$ cat config.mk
export PLATFORM = sky130hd
export DESIGN_NAME = seg_display_mux
export DESIGN_NICKNAME = d
export VERILOG_FILES = /design/src/rtl/seg_display_pkg.sv /design/src/rtl/seg_scan.sv /design/src/rtl/seg_display_mux.sv
export SDC_FILE = /design/constraint.sdc
export NUM_CORES = 1
export LEC_CHECK = 0
export ABC_AREA = 1
export CORE_MARGIN = 8
export CORE_UTILIZATION = 55
export CTS_CLUSTER_DIAMETER = 120
export DETAILED_ROUTE_END_ITERATION = 10
export PLACE_DENSITY = 0.75
export SYNTH_ARGS = -nofsm -noshare
export SYNTH_HDL_FRONTEND = slang
export SYNTH_SLANG_ARGS = --single-unit
$ cat constraint.sdc
create_clock -name clk -period 2.5 [get_ports clk]
set_input_delay 0.25 -clock clk [delete_from_list [all_inputs] [get_ports clk]]
set_output_delay 0.25 -clock clk [all_outputs]
set_load 0.05 [all_outputs]
$ cat src/rtl/seg_display_pkg.sv
// Shared types and helpers for the multiplexed decimal display driver.
// Holds the conversion FSM state type, the BCD digit-count helper, and
// the saturation digit value.
package seg_display_pkg;

  typedef enum logic [1:0] {
    IDLE,
    SHIFT,
    COMMIT
  } state_e;

  localparam logic [3:0] BCD_NINE = 4'd9;

  // Decimal digits needed to hold any unsigned value of 'width' bits.
  // This is ceil(width * log10(2)), using log10(2) ~= 0.30103 scaled by 1e5.
  // The product is never an exact integer for the widths this block supports,
  // so rounding up is always correct.
  function automatic int bcd_digits(input int width);
    return (width * 30103 + 99999) / 100000;
  endfunction

endpackage

$ cat src/rtl/seg_scan.sv
// Digit scanner for the multiplexed display.
// A refresh divider holds each digit for REFRESH_DIV cycles, then moves the
// scan index on. digit_en and bcd are registered copies of the selected slot.
// The optional macro LEADING_ZERO_BLANK_EN masks the enables of leading zero
// digits. Digit 0 is never masked.
module seg_scan
  import seg_display_pkg::*;
#(
  parameter int NUM_DIGITS  = 4,
  parameter int REFRESH_DIV = 1024
) (
  input  logic                    clk,
  input  logic                    reset,
  input  logic [NUM_DIGITS*4-1:0] display,
  output logic [NUM_DIGITS-1:0]   digit_en,
  output logic [3:0]              bcd
);

  localparam int DIV_W = $clog2(REFRESH_DIV);
  localparam int IDX_W = (NUM_DIGITS > 1) ? $clog2(NUM_DIGITS) : 1;

  logic [DIV_W-1:0]      div_q, div_d;
  logic [IDX_W-1:0]      idx_q, idx_d;
  logic [NUM_DIGITS-1:0] digit_en_q, digit_en_d;
  logic [3:0]            bcd_q, bcd_d;
  logic [NUM_DIGITS-1:0] blank;

`ifdef LEADING_ZERO_BLANK_EN
  // A digit is blanked when it and every digit above it are zero.
  // The display only changes at commit, so the mask follows each commit.
  always_comb begin
    logic upper_zero;
    blank      = '0;
    upper_zero = 1'b1;
    for (int i = NUM_DIGITS - 1; i >= 1; i--) begin
      upper_zero = upper_zero && (display[i*4 +: 4] == 4'd0);
      blank[i]   = upper_zero;
    end
  end
`else
  // Without blanking, every digit takes its turn on the bus.
  always_comb begin
    blank = '0;
  end
`endif

  // Advance the divider every cycle and the scan index on divider wrap.
  // Register the enable and BCD code of the current slot.
  always_comb begin
    div_d      = div_q + DIV_W'(1);
    idx_d      = idx_q;
    if (div_q == DIV_W'(REFRESH_DIV - 1)) begin
      div_d = '0;
      if (idx_q == IDX_W'(NUM_DIGITS - 1)) begin
        idx_d = '0;
      end else begin
        idx_d = idx_q + IDX_W'(1);
      end
    end
    digit_en_d = (NUM_DIGITS'(1) << idx_q) & ~blank;
    bcd_d      = display[idx_q*4 +: 4];
  end

  // Scan state and output registers; reset leaves the bus dark.
  always_ff @(posedge clk or posedge reset) begin
    if (reset) begin
      div_q      <= '0;
      idx_q      <= '0;
      digit_en_q <= '0;
      bcd_q      <= '0;
    end else begin
      div_q      <= div_d;
      idx_q      <= idx_d;
      digit_en_q <= digit_en_d;
      bcd_q      <= bcd_d;
    end
  end

  assign digit_en = digit_en_q;
  assign bcd      = bcd_q;

endmodule

$ cat src/rtl/seg_display_mux.sv
// Multiplexed N-digit decimal display driver.
// Accepts a binary value on valid/ready and converts it to BCD with a
// sequential shift-add-3 engine. The result is committed atomically, with
// saturation to all nines on overflow. The scan is handled by seg_scan.
// The optional macro LEADING_ZERO_BLANK_EN (see seg_scan) blanks leading zeros.
module seg_display_mux
  import seg_display_pkg::*;
#(
  parameter int NUM_DIGITS  = 4,
  parameter int DATA_W      = 12,
  parameter int REFRESH_DIV = 1024
) (
  input  logic                  clk,
  input  logic                  reset,
  input  logic [DATA_W-1:0]     value,
  input  logic                  valid,
  output logic                  ready,
  output logic [NUM_DIGITS-1:0] digit_en,
  output logic [3:0]            bcd,
  output logic                  overflow
);

  localparam int CONV_DIGITS = bcd_digits(DATA_W);
  localparam int EXT_DIGITS  = (CONV_DIGITS > NUM_DIGITS) ? CONV_DIGITS : NUM_DIGITS;
  localparam int EXT_W       = EXT_DIGITS * 4;
  localparam int CNT_W       = $clog2(DATA_W + 1);

  state_e                  state_q, state_d;
  logic [DATA_W-1:0]       shift_q, shift_d;
  logic [CONV_DIGITS*4-1:0] acc_q, acc_d, acc_adj;
  logic [CNT_W-1:0]        cnt_q, cnt_d;
  logic [NUM_DIGITS*4-1:0] display_q, display_d;
  logic                    overflow_q, overflow_d;
  logic [EXT_W-1:0]        acc_ext;
  logic                    high_nonzero;

  // Accumulator widened to cover both the conversion and display digit counts.
  assign acc_ext = EXT_W'(acc_q);

  // Add-3 correction applied to each nibble before it is shifted.
  always_comb begin
    acc_adj = acc_q;
    for (int i = 0; i < CONV_DIGITS; i++) begin
      if (acc_q[i*4 +: 4] >= 4'd5) begin
        acc_adj[i*4 +: 4] = acc_q[i*4 +: 4] + 4'd3;
      end
    end
  end

  // Any non-zero digit above the displayable range means overflow.
  always_comb begin
    high_nonzero = 1'b0;
    for (int i = NUM_DIGITS; i < EXT_DIGITS; i++) begin
      if (acc_ext[i*4 +: 4] != 4'd0) begin
        high_nonzero = 1'b1;
      end
    end
  end

  // Conversion FSM: load in IDLE, one shift per cycle, then commit.
  always_comb begin
    state_d    = state_q;
    shift_d    = shift_q;
    acc_d      = acc_q;
    cnt_d      = cnt_q;
    display_d  = display_q;
    overflow_d = overflow_q;
    case (state_q)
      IDLE: begin
        if (valid) begin
          shift_d = value;
          acc_d   = '0;
          cnt_d   = CNT_W'(DATA_W);
          state_d = SHIFT;
        end
      end
      SHIFT: begin
        {acc_d, shift_d} = {acc_adj, shift_q} << 1;
        cnt_d            = cnt_q - CNT_W'(1);
        if (cnt_q == CNT_W'(1)) begin
          state_d = COMMIT;
        end
      end
      COMMIT: begin
        if (high_nonzero) begin
          overflow_d = 1'b1;
          display_d  = {NUM_DIGITS{BCD_NINE}};
        end else begin
          overflow_d = 1'b0;
          display_d  = acc_ext[NUM_DIGITS*4-1:0];
        end
        state_d = IDLE;
      end
      default: begin
        state_d = IDLE;
      end
    endcase
  end

  // Conversion and display registers. Reset abandons any conversion in flight.
  always_ff @(posedge clk or posedge reset) begin
    if (reset) begin
      state_q    <= IDLE;
      shift_q    <= '0;
      acc_q      <= '0;
      cnt_q      <= '0;
      display_q  <= '0;
      overflow_q <= 1'b0;
    end else begin
      state_q    <= state_d;
      shift_q    <= shift_d;
      acc_q      <= acc_d;
      cnt_q      <= cnt_d;
      display_q  <= display_d;
      overflow_q <= overflow_d;
    end
  end

  assign ready    = (state_q == IDLE);
  assign overflow = overflow_q;

  seg_scan #(
    .NUM_DIGITS  (NUM_DIGITS),
    .REFRESH_DIV (REFRESH_DIV)
  ) u_scan (
    .clk      (clk),
    .reset    (reset),
    .display  (display_q),
    .digit_en (digit_en),
    .bcd      (bcd)
  );

endmodule
==> results.txt <==
- Final Hold Fails: 0
- The repair_antennas step left the layout with diodes totalling 0.
- After synthesis the cells add up to 3470 µm².
- Most used DFF post-synth: dfrtp_1
- Area of the multi-input gates: 1420 µm²
* Number of failing setup endpoints in the final timing report: 0
- Number of nets with antenna violations after routing: 0
- Clock slew at the register clock pins of the worst setup and hold paths: about 0.070 ns
* Required arrival time at the worst endpoint: 2.25 ns
- CTS-repair resized insts: 0
- Largest net degree at the start of global routing: roughly 70
- Crit-path max FO: 4
- Post-DR wirelength/cell: 13.0 µm
- No sink is reached through more buffers than the 2 on the longest clock path.
* Hold bufs inserted after CTS: 0
- GPL Wtd Cong: 0.766
* Die area: ~9000 µm²
* Number of max-slew violations in the final report: 0
* Instance area after placement: between 3000 and 4000 µm²
- Setup repair after global routing left no endpoint under its margin.
- In the routed layout, each cell is associated on average with a via count of 5.27.
* Worst clock skew: between 0.004 and 0.005 ns
- Once layout is done, the placed cells without fillers occupy 3860 µm².
* CP max stage delay: around 0.8 ns
- Chip width: 95.4 µm
- Detailed-route DRC error count: 0
- Global router's overall resource usage: 0.162
- Initial antenna violation count: 0
- Setup tns final: 0 ns
- Walking the worst path, the cells encountered are nor2_1 > clkdlybuf4s50_1.
- Counting flops with a built-in enable in the synthesized netlist gives 0.
- DIE HEIGHT: 95.4 µm
- Wires add up to 6570 µm.
- After synthesis the netlist holds a flip-flop and latch count of 70.
- Status: completed
- Final core utilization: 0.618
- Fraction of the cycle the final worst path needs: 0.794
- Fin crit period: 1.99 ns
- Number of buffers added on ports: 23
* Root Buffer: clkbuf_8
- Timing analysis after detailed placement gives a worst setup slack of 0.705 ns.
- Worst hold path class: input port to asynchronous set/reset pin
- Kind of capture point of the worst setup path: output pin
* Number of top-level pins: 25
- Post-Synthesis Net Count: between 400 and 500
- Sink count of the clock tree: 70
- Global-route wire length before repair: 11800 µm
- The analysis attributes to cell leakage a power of 1.98 nW.
* Most frequent standard cell in the layout excluding fill and tap cells: nand2_1
- After global routing the overflow that remains totals 0.
* Core Rows: 29
* Max IR drop VDD: about 0.77 mV
* Initial core utilization: 0.556
- Clock tree from TritonCTS: yes
- Count of different cell masters after synthesis: 28
- Layout overhead on the synthesized area: 11.2%
* Dpl hpwl: between 4000 and 5000 µm
- The first detailed-routing pass ran for 4 iterations.
- CTS built an H-tree with a depth of 3.
- Based on the critical path, the design can be clocked at up to slightly above 500 MHz.
* Maximum Capacitance Violations: 0
- The critical path is of the register to output pin type.
* Clock latency on the worst-skew pair: 0.33 ns
- Worst hold slack after final layout: 0.333 ns
* Sequential cell area in the final layout: 1750 µm²
- The number of global-route vias before repair came to approximately 2700.
- Nets@finish: 454
* Proportion of register bits with asynchronous set or reset after synthesis: 1.00
- In the layout the commonest cells are nand2_1 (111), dfrtp_1 (70), inv_1 (40), o21ai_0 (33), nor2_1 (29).
- Via count: 2661
- Clock buffers created by TritonCTS: 9
* Worst path arrival time: 1.74 ns
- Averaged over all synthesized cells, the footprint is about 8.6 µm².
- Setup repair bufs after CTS: 0
* Yosys warning count: 0
- The first routing iteration left 144 violations.
- Worst-margin pin slew: approximately 0.83 ns
- Core region area: 6240 µm²
- Number of fillers in the final layout: between 500 and 600
* Final worst-path setup slack: 0.515 ns
* Slowest cell on the critical path: clkdlybuf4s50_1
* Cell count after synthesis: 402
* Share of cells above drive strength 1: 0.0818
- Of the synthesized area, sequential elements account for 0.505.
- Headroom to the max-slew limit came out at 0.448.
- STA classifies the critical path startpoint as a register.
* PD cells: 1110 nW/µm²
==> metrics by stage <==
stage	power, mW	instances
6_report	4.28	505
5_1_grt	4.67	505
4_1_cts	4.31	505
3_5_place_dp	3.50	490
3_3_place_gp	3.42	490
2_1_floorplan	3.19	402
==> final cells by class <==
class,instances,area share
flip-flops and latches,70,0.454
multi-input cells,273,0.367
repair buffers,24,0.0649
inverters,46,0.0460
clock buffers,14,0.0422
well taps,77,0.0250
clock inverters,1,0.00130
==> registers in the layout (all words and copies together) (netlist names) <==
name	flops
acc_ext	16
display_q	16
shift_q	12
u_scan.div_q	10
cnt_q	4
u_scan.bcd	4
u_scan.digit_en	4
state_q	2
u_scan.idx_q	2
==> where the power goes <==
| group | internal, mW | switching [mW] |
|---|---|---|
| Combinational | 0.600 | 1.08 |
| Sequential | 1.53 | 0.259 |
| Clock | 0.409 | 0.392 |
| Total | 2.54 | 1.73 |
==> cells by family after synthesis <==
kind of cell | count (synthesis) | synth area share
AOI/OAI and AO/OA | 68 | 0.101
xor gates and xnor gates | 3 | 0.00757
adders and majority gates | 15 | 0.0541
buffers and inverters | 59 | 0.0876
DFF | 70 | 0.505
other | 1 | 0.00108
and+or+nand+nor | 186 | 0.244
==> Yosys cell counts, drive strengths merged (2+ instances only) <==
| cell | count | share of area |
|---|---|---|
| a21o | 2 | 0.0043 |
| buf | 13 | 0.036 |
| dfrtp | 70 | 0.50 |
| ha | 15 | 0.054 |
| inv | 45 | 0.050 |
| nand2 | 114 | 0.13 |
| nand3 | 28 | 0.053 |
| nand4 | 9 | 0.016 |
| nor2 | 32 | 0.037 |
| o21ai | 61 | 0.088 |
| o22ai | 5 | 0.0090 |
| xor2 | 2 | 0.0050 |
==> metal layers <==
metal | track usage | vias up | share of wire
li1 | - | 1334 | -
met3 | 0.0346 | 9 | 0.047
met1 | 0.200 | 1258 | 0.46
met4 | 0.0653 | 0 | 0.013
met5 | 0 | - | 0
met2 | 0.271 | 60 | 0.48
==> worst max-delay path: cells and delay by family, from the launching register on <==
family	cells	cell delay, ns
flops	1	0.44
buf+inv	1	0.81
simple gates	1	0.15
==> path summary, 6_finish.rpt <==
path	startpoint	cells past startpoint	slack, ns	endpoint
max	state_q[0]	2	0.51	ready
min	reset	3	0.33	u_scan.bcd[0]
max reg2reg	state_q[0]	3	0.66	display_q[14]
min reg2reg	acc_ext[5]	2	0.48	acc_ext[5]
max in group asynchronous	reset	3	1.90	acc_ext[4]
min in group clk	value[0]	3	0.45	shift_q[0]
Note: power is estimated with default switching activity, not from simulation.
